File: src/rtl/rv32_operand_bypass.sv
// Decode-to-execute operand stage for an RV32 pipeline.
//
// Takes the register-file read values for rs1/rs2 and replaces them with
// in-flight results from EX, MEM or WB when those stages target the same
// register. Detects a load in EX feeding the decode instruction (load-use),
// holds upstream via stall_out and inserts a bubble into execute. Operands and
// destination control are registered into the execute stage with one cycle of
// latency.
//
// Ports:
//   clk, reset             clock, synchronous active-high reset
//   stall_in, flush_in     downstream stall (hold everything), squash into EX
//   valid_in, rs*/rd*      decode-stage instruction and register-file values
//   ex_*, mem_*, wb_*      forwarding sources from later pipeline stages
//   stall_out              hold fetch/decode and the regfile read latch
//   valid_out, rs*_value_out, rd_out, rd_write_out
//                          registered execute-stage instruction
module rv32_operand_bypass #(
  parameter int unsigned XLEN = 32
) (
  input  logic            clk,
  input  logic            reset,
  input  logic            stall_in,
  input  logic            flush_in,
  input  logic            valid_in,
  input  logic [4:0]      rs1_in,
  input  logic [4:0]      rs2_in,
  input  logic            rs1_used_in,
  input  logic            rs2_used_in,
  input  logic [4:0]      rd_in,
  input  logic            rd_write_in,
  input  logic [XLEN-1:0] rs1_value_in,
  input  logic [XLEN-1:0] rs2_value_in,
  input  logic            ex_valid_in,
  input  logic [4:0]      ex_rd_in,
  input  logic            ex_rd_write_in,
  input  logic            ex_mem_read_in,
  input  logic [XLEN-1:0] ex_result_in,
  input  logic            mem_valid_in,
  input  logic [4:0]      mem_rd_in,
  input  logic            mem_rd_write_in,
  input  logic [XLEN-1:0] mem_result_in,
  input  logic [4:0]      wb_rd_in,
  input  logic            wb_rd_write_in,
  input  logic            wb_flush_in,
  input  logic [XLEN-1:0] wb_result_in,
  output logic            stall_out,
  output logic            valid_out,
  output logic [XLEN-1:0] rs1_value_out,
  output logic [XLEN-1:0] rs2_value_out,
  output logic [4:0]      rd_out,
  output logic            rd_write_out
);

  // Source qualifiers independent of the register index. A load in EX has no
  // data yet, so it is never a forwarding source; load-use covers that case.
  logic ex_fwd_ok, mem_fwd_ok, wb_fwd_ok;
  assign ex_fwd_ok  = ex_valid_in & ex_rd_write_in & ~ex_mem_read_in;
  assign mem_fwd_ok = mem_valid_in & mem_rd_write_in;
  // The regfile commits WB on the same edge we sample, so its read value is
  // still stale and WB must be forwarded.
  assign wb_fwd_ok  = wb_rd_write_in & ~wb_flush_in;

  logic [XLEN-1:0] rs1_fwd, rs2_fwd;

  always_comb begin
    rs1_fwd = rs1_value_in;
    if (rs1_in != 5'd0) begin
      if (ex_fwd_ok && (ex_rd_in == rs1_in)) begin
        rs1_fwd = ex_result_in;
      end else if (mem_fwd_ok && (mem_rd_in == rs1_in)) begin
        rs1_fwd = mem_result_in;
      end else if (wb_fwd_ok && (wb_rd_in == rs1_in)) begin
        rs1_fwd = wb_result_in;
      end
    end
  end

  always_comb begin
    rs2_fwd = rs2_value_in;
    if (rs2_in != 5'd0) begin
      if (ex_fwd_ok && (ex_rd_in == rs2_in)) begin
        rs2_fwd = ex_result_in;
      end else if (mem_fwd_ok && (mem_rd_in == rs2_in)) begin
        rs2_fwd = mem_result_in;
      end else if (wb_fwd_ok && (wb_rd_in == rs2_in)) begin
        rs2_fwd = wb_result_in;
      end
    end
  end

  logic ex_load_pending;
  logic load_use;
  assign ex_load_pending = ex_valid_in & ex_mem_read_in & ex_rd_write_in & (ex_rd_in != 5'd0);
  assign load_use = valid_in & ex_load_pending &
                    ((rs1_used_in & (rs1_in == ex_rd_in)) |
                     (rs2_used_in & (rs2_in == ex_rd_in)));

  assign stall_out = stall_in | load_use;

  logic            valid_q, valid_d;
  logic            rd_write_q, rd_write_d;
  logic [4:0]      rd_q, rd_d;
  logic [XLEN-1:0] rs1_q, rs1_d;
  logic [XLEN-1:0] rs2_q, rs2_d;

  always_comb begin
    valid_d    = valid_q;
    rd_write_d = rd_write_q;
    rd_d       = rd_q;
    rs1_d      = rs1_q;
    rs2_d      = rs2_q;
    if (stall_in) begin
      // Hold everything; stall outranks flush and the hazard bubble.
    end else if (flush_in || load_use) begin
      valid_d    = 1'b0;
      rd_write_d = 1'b0;
    end else begin
      valid_d    = valid_in;
      rd_write_d = rd_write_in & valid_in;
      rd_d       = rd_in;
      rs1_d      = rs1_fwd;
      rs2_d      = rs2_fwd;
    end
  end

  always_ff @(posedge clk) begin
    if (reset) begin
      valid_q    <= 1'b0;
      rd_write_q <= 1'b0;
      rd_q       <= 5'd0;
      rs1_q      <= '0;
      rs2_q      <= '0;
    end else begin
      valid_q    <= valid_d;
      rd_write_q <= rd_write_d;
      rd_q       <= rd_d;
      rs1_q      <= rs1_d;
      rs2_q      <= rs2_d;
    end
  end

  assign valid_out     = valid_q;
  assign rd_write_out  = rd_write_q;
  assign rd_out        = rd_q;
  assign rs1_value_out = rs1_q;
  assign rs2_value_out = rs2_q;

endmodule

File: config.mk
export PLATFORM = sky130hd
export DESIGN_NAME = rv32_operand_bypass
export DESIGN_NICKNAME = d
export VERILOG_FILES = /design/src/rtl/rv32_operand_bypass.sv
export SDC_FILE = /design/constraint.sdc
export NUM_CORES = 1
export LEC_CHECK = 0
export CORE_ASPECT_RATIO = 1.25
export CORE_MARGIN = 2
export CORE_UTILIZATION = 40
export DETAILED_ROUTE_END_ITERATION = 8
export PLACE_DENSITY = 0.89
export SYNTH_ARGS = -nofsm -noshare
export SYNTH_HDL_FRONTEND = slang
export SYNTH_SLANG_ARGS = --single-unit
File: constraint.sdc
create_clock -name clk -period 4.2 [get_ports clk]
set_input_delay 0.63 -clock clk [delete_from_list [all_inputs] [get_ports clk]]
set_output_delay 0.63 -clock clk [all_outputs]
set_load 0.1 [all_outputs]
==> results of run 1 <==
-- Yosys cell counts, types with 12 or more instances --
master    count  area share
clkbuf_1     31       0.024
or3_1        64       0.081
nand2_1      12      0.0091
xor2_1       14       0.025
and2_1       32       0.040
nor2_1       71       0.054
buf_2        20       0.020
dfxtp_1      71        0.29
o32ai_1      59        0.10
xnor2_1      16       0.028
a221oi_1     64        0.11
o221ai_1     64        0.11
-- worst paths after layout --
check	startpoint	endpoint	slack [ns]
worst max-delay path	rs1_in[0]	rs1_value_out[30]$_SDFFE_PP0P_	0.95
worst min-delay path	rd_out[1]$_SDFFE_PP0P_	rd_out[1]$_SDFFE_PP0P_	0.46
worst max register to register	rs1_value_out[30]$_SDFFE_PP0P_	rs1_value_out[30]$_SDFFE_PP0P_	3.34
worst min register to register	rd_out[1]$_SDFFE_PP0P_	rd_out[1]$_SDFFE_PP0P_	0.46
-- power by group through the flow --
stage | registers (uW) | clock network [uW] | logic (uW)
2_1_floorplan | 1190 | 0 | 240
3_3_place_gp | 780 | 0 | 1030
3_5_place_dp | 781 | 0 | 1050
4_1_cts | 767 | 695 | 1050
5_1_grt | 772 | 724 | 1100
6_report | 769 | 692 | 1060
-- cell families after synthesis --
| logic type | Yosys count |
|---|---|
| AND/OR/NAND/NOR | 208 |
| AO/OA/AOI/OAI | 204 |
| flip-flops | 71 |
| buffers and inverters | 69 |
| XOR/XNOR | 30 |
-- routing by layer --
layer / up-vias / wire length, um / GRT usage
li1: 2853 / - / -
met1: 3103 / 8230 / 0.404
met2: 592 / 11300 / 0.545
met3: 139 / 2640 / 0.0731
met4: 0 / 1260 / 0.178
met5: - / 0 / 0
-- worst max-delay path: stages --
cell and delay (ns):
clkdlybuf4s50_1 0.63, xnor2_1 0.17, nand4_1 0.17, nor3_2 0.99, buf_4 0.42, a221oi_1 0.11
o32ai_1 0.31
-- cell type report --
type                    count  area (sq um)  share of cell area
diodes                      1          2.50            0.000314
clock buffers              11           233              0.0292
clock inverters             4          23.8             0.00298
inverters                   1          3.75            0.000471
multi-input cells         442          3200               0.402
flip-flops and latches     71          1420               0.178
well taps                 164           205              0.0257
repair buffers            291          2880               0.361
-- sequential cells by signal, indices dropped and copies added, names as in the netlist --
register	count
rd_write_out	1
rd_out	5
valid_out	1
rs2_value_out	32
rs1_value_out	32
-- metrics by stage --
stage	setup WS (ns)	cell area [sq um]	util	hold slack, ns	power, uW
6_report	0.955	7970	0.659	0.464	2520
5_1_grt	0.910	7970	0.659	0.484	2600
4_1_cts	1.07	7970	0.658	0.462	2510
3_5_place_dp	0.733	7710	0.637	0.454	1830
3_3_place_gp	0.822	7710	0.637	0.443	1810
2_1_floorplan	1.48	4940	-	0.763	1430
==> results by group, run 1 <==
Power
  – Logic gate share of total power: 0.421
  – Sequential power share: 0.305
  – Sw Pwr: slightly above 1000 uW
  – Max IR drop VDD: roughly 180 uV
  – Clock Power Share: 0.274
  – PwrDens: around 320 mW/mm^2
  – Sw Share: 0.403
  – Leak: approximately 0.0026 uW
  – P_int: roughly 1500 uW

Synthesis
  – Syn nets: a little under 800
  – Mapped Area: 0.00494 sq mm
  – Syn Area/Cell: 8.50 sq um
  – Unique masters post-synth: 37
  – Synth Flop Type: dfxtp_1
  – Register area share after synthesis: 0.287
  – Synth Area in Simple Gates: 0.225
  – #FFs+latches synth: a little over 70
  – Synth Warn #: 0
  – Synth Area in Compound Gates: 0.361
  – Post-synthesis cell count: approximately 580
  – Mux cell area share after synthesis: 0
  – Adder-cell area share of the yosys netlist: 0
  – Fraction of registers with async set/reset: 0
  – EDFF count, synth: 0
  – Largest family of logic cells by synthesized area: compound AO/OA/AOI/OAI gates
  – Synth Area in XOR/XNOR: 0.0531

Clock network
  – Htree depth: 3
  – Postcts setup bufs: 0
  – Root Buffer: clkbuf_16
  – CTS tree: yes
  – Clock-pin slew on the worst setup and hold paths: roughly 0.060 ns
  – Num CTS Buffers: 9
  – CTS Sinks: approximately 70
  – Clk_lat worst skew: 0.33 ns
  – Post-CTS sizing: 0
  – Clock buffer depth: 2
  – Hold-fix buffers, CTS: 0

Floorplanning
  – Floorplan core area: about 0.012 sq mm
  – Die span in x: between 100 and 150 um
  – Die Area: around 0.013 sq mm
  – Die Height: about 130 um
  – Initial core utilization: 0.408
  – # rows: 45
  – Ports: approximately 280

Critical path
  – CP Capture Type: register
  – Crit Path Class: input port to register
  – CP startpoint kind: input port
  – Worst Path Arrival: around 3.5 ns
  – Crit path max fanout: 19
  – R2r worst-path depth: 2
  – Worst Path Required: around 4.4 ns

Routing
  – DR iter-0 viols: between 600 and 700
  – Average wire per standard cell: 23.8 um
  – Number of remaining DRC errors: 0
  – Detailed-route via count: about 6,700
  – DRT antenna net count: 0
  – Vias per cell: between 6 and 7
  – WL final: roughly 23,000 um
  – First-pass DRT Iterations: 5

Final layout
  – Commonest cells after routing, fill and taps aside: clkdlybuf4s50_1 (274), dfxtp_1 (71), nor2_1 (69)
  – Non-Filler Instances: 985
  – Syn-to-layout area delta: 61.2%
  – Share of cells above drive strength 1: 0.0610
  – Most common cell after layout, fill and taps aside: clkdlybuf4s50_1
  – Filler instances: roughly 1,000
  – NumNets Final: slightly above 1,000

Worst hold path
  – Hold depth: 2
  – Min-Delay Path Class: register to register

STA
  – Min Tclk post-route: 3.25 ns
  – RSZ-0062 raised after global routing: false
  – Slew Limit Fails: 0
  – Relative slew slack: 0.178
  – # setup viols final: 0
  – Total Neg Setup Slack: 0 ns
  – Final period utilization: 0.773
  – Tightest Pin Transition: about 1.2 ns
  – Hold Fails Final Rpt: 0
  – Clock skew: 0 ns
  – Fmax: roughly 300 MHz

Global route
  – First-pass GRT wire length: between 30,000 and 40,000 um
  – Vias in the first global route: ~6,600
  – GRT Overall Usage: 0.334
  – Initial antenna violation count: 1
  – GRT Residual Overflow: 0
  – Largest net degree at the start of global routing: between 70 and 80

Job
  – Max-cap viol count: 0

Status
  – Status: complete, no violations

Placed design
  – Routability cong.: between 0.9 and 1
  – Dpl cells: 969
  – Detailed placement HPWL: 15,800 um
  – IO Port Bufs: between 200 and 300
(Power assumes the default switching activity.)
==> run 2, diff against run 1 <==
CORE_UTILIZATION = 39   (was 40)
PLACE_DENSITY = 0.87   (was 0.89)
clock period = 3.11 ns   (was 4.2 ns; I/O delays follow)
==> run 2 against run 1 <==
Non-clock buffer count rose by 13. Sequential power rose by 34%. Flip-flop and latch count did not move. Worst hold slack got worse by 0.0080 ns. Combinational power rose by 33%. Cell count rose by 1.5%. First-iteration DRC count fell by 3.4%. Critical path depth did not move. Global-route usage fell by 1.8 points. Design area barely moved. Highest routed layer unchanged.
==> results by group, run 2 (same netlist as run 1, synthesis figures left out) <==
Routing
  – Detailed-route via count: about 6,600
  – WL final: ~23,000 um
  – Number of remaining DRC errors: 0
  – Average wire per standard cell: between 20 and 25 um
  – DRT antenna net count: 0
  – Vias per cell: around 6.6
  – DR iter-0 viols: 655
  – First-pass DRT Iterations: 8

Global route
  – GRT Overall Usage: 0.316
  – Vias in the first global route: roughly 6,300
  – Initial antenna violation count: 0
  – GRT Residual Overflow: 0
  – Largest net degree at the start of global routing: between 40 and 50
  – First-pass GRT wire length: ~34,000 um

Clock network
  – Postcts setup bufs: 0
  – CTS tree: yes
  – Post-CTS sizing: 0
  – CTS Sinks: about 70
  – Hold-fix buffers, CTS: 0
  – Clk_lat worst skew: about 0.33 ns
  – Htree depth: 3
  – Clock-pin slew on the worst setup and hold paths: 0.06 ns
  – Num CTS Buffers: 9
  – Root Buffer: clkbuf_16
  – Clock buffer depth: 2

Final layout
  – NumNets Final: between 1,000 and 1,500
  – Ant. Diodes: 0
  – Most common cell after layout, fill and taps aside: clkdlybuf4s50_1
  – Syn-to-layout area delta: 61.2%
  – Non-Filler Instances: around 1,000
  – Commonest cells after routing, fill and taps aside: clkdlybuf4s50_1 (203), buf_4 (97), dfxtp_1 (71), nor2_1 (69)
  – Share of cells above drive strength 1: 0.162

STA
  – # setup viols final: 0
  – Total Neg Setup Slack: 0 ns
  – Clock skew: 0 ns
  – Fin Hold WS: 0.456 ns
  – Final period utilization: 0.900
  – RSZ-0062 raised after global routing: false
  – Min Tclk post-route: between 2 and 3 ns
  – Hold Fails Final Rpt: 0
  – Relative slew slack: 0.237
  – Fmax: 357 MHz
  – Slew Limit Fails: 0
  – Tightest Pin Transition: between 1 and 1.5 ns

Placed design
  – Detailed placement HPWL: 15,600 um
  – Routability cong.: ~0.91
  – IO Port Bufs: between 200 and 300
  – Dpl cells: around 990

Critical path
  – Worst Path Required: approximately 3.4 ns
  – Crit path max fanout: 32
  – Top delay family on crit path: compound AO/OA/AOI/OAI gates
  – CP startpoint kind: input port
  – Worst Path Arrival: just over 3 ns
  – R2r worst-path depth: 2
  – Crit Path Class: input port to register
  – CP Capture Type: register
  – R2R setup slack: between 2 and 2.5 ns
  – Crit path buffers/inverters: 1
  – CP Cell Sequence: clkdlybuf4s50_1 > xor2_1 > nor4_1 > nand3_1 > a21oi_4 > o221ai_1 > o32ai_1
  – Worst flop-to-flop path endpoint: rs2_value_out[0]$_SDFFE_PP0P_
  – Critical-path top delay cell: a21oi_4
  – Worst r2r src: rs2_value_out[0]$_SDFFE_PP0P_
  – Slowest cell delay on critical path: ~0.88 ns

Power
  – PwrDens: ~440 mW/mm^2
  – Max IR drop VDD: 242 uV
  – Leak: 0.00284 uW

Floorplanning
  – Die Height: between 100 and 150 um
  – Die span in x: 105 um
  – Floorplan core area: ~0.013 sq mm
  – Initial core utilization: 0.394
  – Ports: 277
  – # rows: 46
  – Die Area: between 0.01 and 0.015 sq mm

Job
  – Max-cap viol count: 0

Worst hold path
  – Worst Hold Launch: rd_out[2]$_SDFFE_PP0P_
  – Sink of the worst hold path: rd_out[2]$_SDFFE_PP0P_
  – Hold depth: 2
  – Min-Delay Path Class: register to register

Status
  – Status: complete, no violations
## run 2: where the power goes
group,internal [uW],switching (uW)
Combinational,496,917
Clock,689,399
Sequential,989,46.0
## run 2: layout make-up
class / instances / area [sq um]
timing repair buffer: 304 / 2830
inverter: 1 / 3.75
multi-input combinational: 442 / 3210
clock inverter: 5 / 75.1
tap: 168 / 210
fill: 1101 / 4580
sequential: 71 / 1420
clock buffer: 9 / 225
## run 2: how the worst max path moves through the flow
| stage | slack, ns | from | end | depth (start not counted) |
|---|---|---|---|---|
| 2_1_floorplan | 0.71 | ex_rd_in[2] | stall_out | 4 |
| 3_3_place_gp | 0.10 | rs2_in[2] | rs2_value_out[7]$_SDFFE_PP0P_ | 7 |
| 3_5_place_dp | 0.04 | rs1_in[2] | rs1_value_out[6]$_SDFFE_PP0P_ | 7 |
| 4_1_cts | 0.37 | rs1_in[2] | rs1_value_out[5]$_SDFFE_PP0P_ | 7 |
| 5_1_grt | 0.14 | rs1_in[2] | rs1_value_out[5]$_SDFFE_PP0P_ | 7 |
| 6_report | 0.31 | rs1_in[3] | rs1_value_out[22]$_SDFFE_PP0P_ | 7 |
## run 2: per-stage QoR
stage | power [uW] | cell area, sq um | setup WS (ns) | utilization
2_1_floorplan | 1930 | 4940 | 0.714 | -
3_3_place_gp | 2440 | 7670 | 0.101 | 0.611
3_5_place_dp | 2450 | 7670 | 0.0387 | 0.611
4_1_cts | 3530 | 7970 | 0.368 | 0.635
5_1_grt | 3640 | 7970 | 0.137 | 0.635
6_report | 3540 | 7970 | 0.310 | 0.635
## run 2: layer usage
| layer | up-vias | global-route usage | part of all wire |
|---|---|---|---|
| met5 | - | 0 | 0 |
| met4 | 0 | 0.196 | 0.054 |
| met3 | 100 | 0.0734 | 0.11 |
| met2 | 581 | 0.520 | 0.48 |
| met1 | 2991 | 0.377 | 0.36 |
| li1 | 2881 | - | - |
## run 2: tightest hold or removal path, stage by stage, from the launching register on
cell and delay (ns):
dfxtp_1 0.31, nand2_1 0.05, a21oi_1 0.05
==> run 3, diff against run 2 <==
ABC_AREA = 1   (was not set)
CORE_UTILIZATION = 40   (was 39)
PLACE_DENSITY = 0.79   (was 0.87)
==> run 3 against run 2 <==
Global-route usage rose by 1.9 points. Register-to-register slack better by 0.09 ns. Combinational power down 3%. Largest power group unchanged.
==> results by group, run 3 <==
Clock network
  – Hold-fix buffers, CTS: 0
  – Clk_lat worst skew: 0.35 ns
  – Postcts setup bufs: 0
  – CTS tree: yes
  – Num CTS Buffers: 9
  – CTS Sinks: 71
  – Post-CTS sizing: 0
  – Clock-pin slew on the worst setup and hold paths: roughly 0.06 ns
  – Htree depth: 3
  – Clock buffer depth: 2
  – Root Buffer: clkbuf_16

STA
  – Hold Fails Final Rpt: 0
  – Final period utilization: 0.836
  – Slew Limit Fails: 0
  – Setup ws final: between 0.5 and 0.6 ns
  – Total Neg Setup Slack: 0 ns
  – # setup viols final: 0
  – Min Tclk post-route: 2.60 ns
  – Clock skew: 0 ns
  – RSZ-0062 raised after global routing: false
  – Fmax: between 300 and 400 MHz
  – Relative slew slack: 0.297
  – Tightest Pin Transition: around 1.1 ns

Placed design
  – Detailed placement HPWL: 23,900 um
  – IO Port Bufs: about 280
  – Post-DP Area: between 0.01 and 0.015 sq mm
  – Placement Setup Slack: between 0.3 and 0.4 ns
  – Routability cong.: about 1.0
  – Dpl cells: 1,807

Final layout
  – Register area: 0.00142 sq mm
  – Most common cell after layout, fill and taps aside: nand2_1
  – Non-Filler Instances: between 1,500 and 2,000
  – Syn-to-layout area delta: 42.2%
  – NumNets Final: between 1,500 and 2,000
  – Multi-input logic area: 0.00480 sq mm
  – Share of cells above drive strength 1: 0.132
  – Filler instances: 1,813
  – Commonest cells after routing, fill and taps aside: nand2_1 (286), clkdlybuf4s50_1 (203), nor2_1 (201), inv_1 (196), nand4_1 (194)
  – Final instance area: between 0.01 and 0.015 sq mm

Power
  – Max IR drop VDD: about 230 uV
  – Pwr Total: roughly 3400 uW
  – PwrDens: between 300 and 400 mW/mm^2
  – Leak: 0.00536 uW

Critical path
  – Crit path max fanout: 4
  – R2r worst-path depth: 4
  – Worst Path Arrival: about 2.1 ns
  – Worst flop-to-flop path endpoint: rs1_value_out[31]$_SDFFE_PP0P_
  – Critical-path top delay cell: clkdlybuf4s50_1
  – CP Launch Point: rs1_in[2]
  – R2R setup slack: approximately 2.4 ns
  – Crit path buffers/inverters: 3
  – Worst r2r src: rs1_value_out[31]$_SDFFE_PP0P_
  – CP Cell Sequence: clkdlybuf4s50_1 > inv_2 > nand2_1 > nand2_1 > nor2_1 > nand4_1 > nand2_1 > nand2_2 > nand2_1 > buf_12
  – CP endpoint: stall_out
  – CP Depth: 10
  – CP Capture Type: output port
  – Most common cell on crit path: nand2_1
  – Slowest cell delay on critical path: ~0.65 ns
  – Crit Path Class: input port to output port
  – Top delay family on crit path: buffers and inverters
  – CP startpoint kind: input port
  – Worst Path Required: about 2.6 ns

Routing
  – DR iter-0 viols: between 1,000 and 1,500
  – Vias per cell: approximately 5.7
  – Average wire per standard cell: around 19 um
  – WL final: roughly 34,000 um
  – DRT antenna net count: 0
  – Number of remaining DRC errors: 0
  – Detailed-route via count: between 10,000 and 15,000
  – First-pass DRT Iterations: 5

Synthesis
  – Unique masters post-synth: 24
  – Syn nets: about 1,600
  – Syn Area/Cell: between 5 and 6 sq um
  – EDFF count, synth: 0
  – Synth Warn #: 0
  – Yosys top cell by area: dfxtp_1
  – Post-synth top area share: 0.191
  – Top-count cell post-synth: nand2_1
  – Register area share after synthesis: 0.191
  – Mapped Area: 0.00743 sq mm
  – Post-synthesis cell count: 1,372
  – Synth area leaders: dfxtp_1 (19%), nand4_1 (16%), nand2_1 (14%)
  – #FFs+latches synth: 71
  – Fraction of registers with async set/reset: 0
  – Synth Flop Type: dfxtp_1
  – Top post-synthesis cells by count: nand2_1 (286), nor2_1 (213), inv_1 (196), nand4_1 (194), clkbuf_1 (87)

Status
  – Status: complete, no violations

Floorplanning
  – Floorplan core area: between 0.015 and 0.02 sq mm
  – Die Area: around 0.02 sq mm
  – Ports: between 200 and 300
  – Die span in x: roughly 130 um
  – Initial core utilization: 0.409
  – # rows: 55
  – Die Height: approximately 160 um

Job
  – Max-cap viol count: 0

Worst hold path
  – Min-Delay Path Class: register to register

Global route
  – GRT Residual Overflow: 0
  – First-pass GRT wire length: ~53,000 um
  – Initial antenna violation count: 4
  – Largest net degree at the start of global routing: 65
  – GRT Overall Usage: 0.335
  – Vias in the first global route: a little under 10,000
[run 3: cell count changes after synthesis, moves of 45 or more]
cell / before / now
inv_1: 1 / 196
o21bai_1: 0 / 60
nand3_1: 4 / 66
clkbuf_1: 31 / 87
o221ai_1: 64 / 0
a21oi_1: 9 / 72
nor2_1: 71 / 213
o32ai_1: 59 / 0
nand4_1: 5 / 194
or2_2: 2 / 47
nand2_1: 12 / 286
a221oi_1: 64 / 0
or3_1: 64 / 0
[run 3: cells by family after synthesis]
| family | Yosys count | synth area share |
|---|---|---|
| AND/OR/NAND/NOR | 827 | 0.519 |
| AO/OA/AOI/OAI | 145 | 0.119 |
| flip-flops | 71 | 0.191 |
| XOR/XNOR | 2 | 0.00236 |
| buffers and inverters | 327 | 0.169 |
[run 3: stage by stage]
step / hold WS [ns] / utilization
2_1_floorplan: 0.607 / -
3_3_place_gp: 0.444 / 0.565
3_5_place_dp: 0.455 / 0.565
4_1_cts: 0.463 / 0.581
5_1_grt: 0.482 / 0.582
6_report: 0.462 / 0.582
[run 3: metal layers]
metal,part of all wire,global-route usage,wire length (um)
met5,0,0,0
met4,0.067,0.194,2270
met3,0.095,0.0626,3220
met2,0.47,0.568,16000
met1,0.36,0.395,12400
[run 3: cell type report]
type / instances / share of cell area
diodes: 3 / 0.000711
well taps: 228 / 0.0270
flip-flops and latches: 71 / 0.135
repair buffers: 312 / 0.277
inverters: 222 / 0.0789
multi-input cells: 974 / 0.455
clock inverters: 4 / 0.00521
clock buffers: 12 / 0.0224
[run 3: how the worst min path moves through the flow]
| stage | end | from | cells past startpoint | slack [ns] |
|---|---|---|---|---|
| after global routing | rd_write_out$_SDFFE_PP0N_ | rd_write_out$_SDFFE_PP0N_ | 2 | 0.48 |
| after global placement | rd_write_out$_SDFFE_PP0N_ | rd_write_out$_SDFFE_PP0N_ | 2 | 0.44 |
| after floorplan | valid_out$_SDFFE_PP0N_ | stall_in | 2 | 0.61 |
| after detailed placement | rd_write_out$_SDFFE_PP0N_ | rd_write_out$_SDFFE_PP0N_ | 2 | 0.45 |
| final | rd_write_out$_SDFFE_PP0N_ | rd_write_out$_SDFFE_PP0N_ | 2 | 0.46 |
| after CTS | rd_write_out$_SDFFE_PP0N_ | rd_write_out$_SDFFE_PP0N_ | 2 | 0.46 |
[run 3: power breakdown]
| group | switching [uW] | internal [uW] | total [uW] | leakage (uW) |
|---|---|---|---|---|
| clock | 452 | 628 | 1080 | 0.000137 |
| sequential | 28.9 | 957 | 986 | 0.000581 |
| combinational | 898 | 475 | 1370 | 0.00464 |
[run 3: worst reg2reg max path, delay by kind of cell (launching register included)]
family	cells	cell delay, ns
flops	1	0.32
simple gates	3	0.23
buf+inv	1	0.04
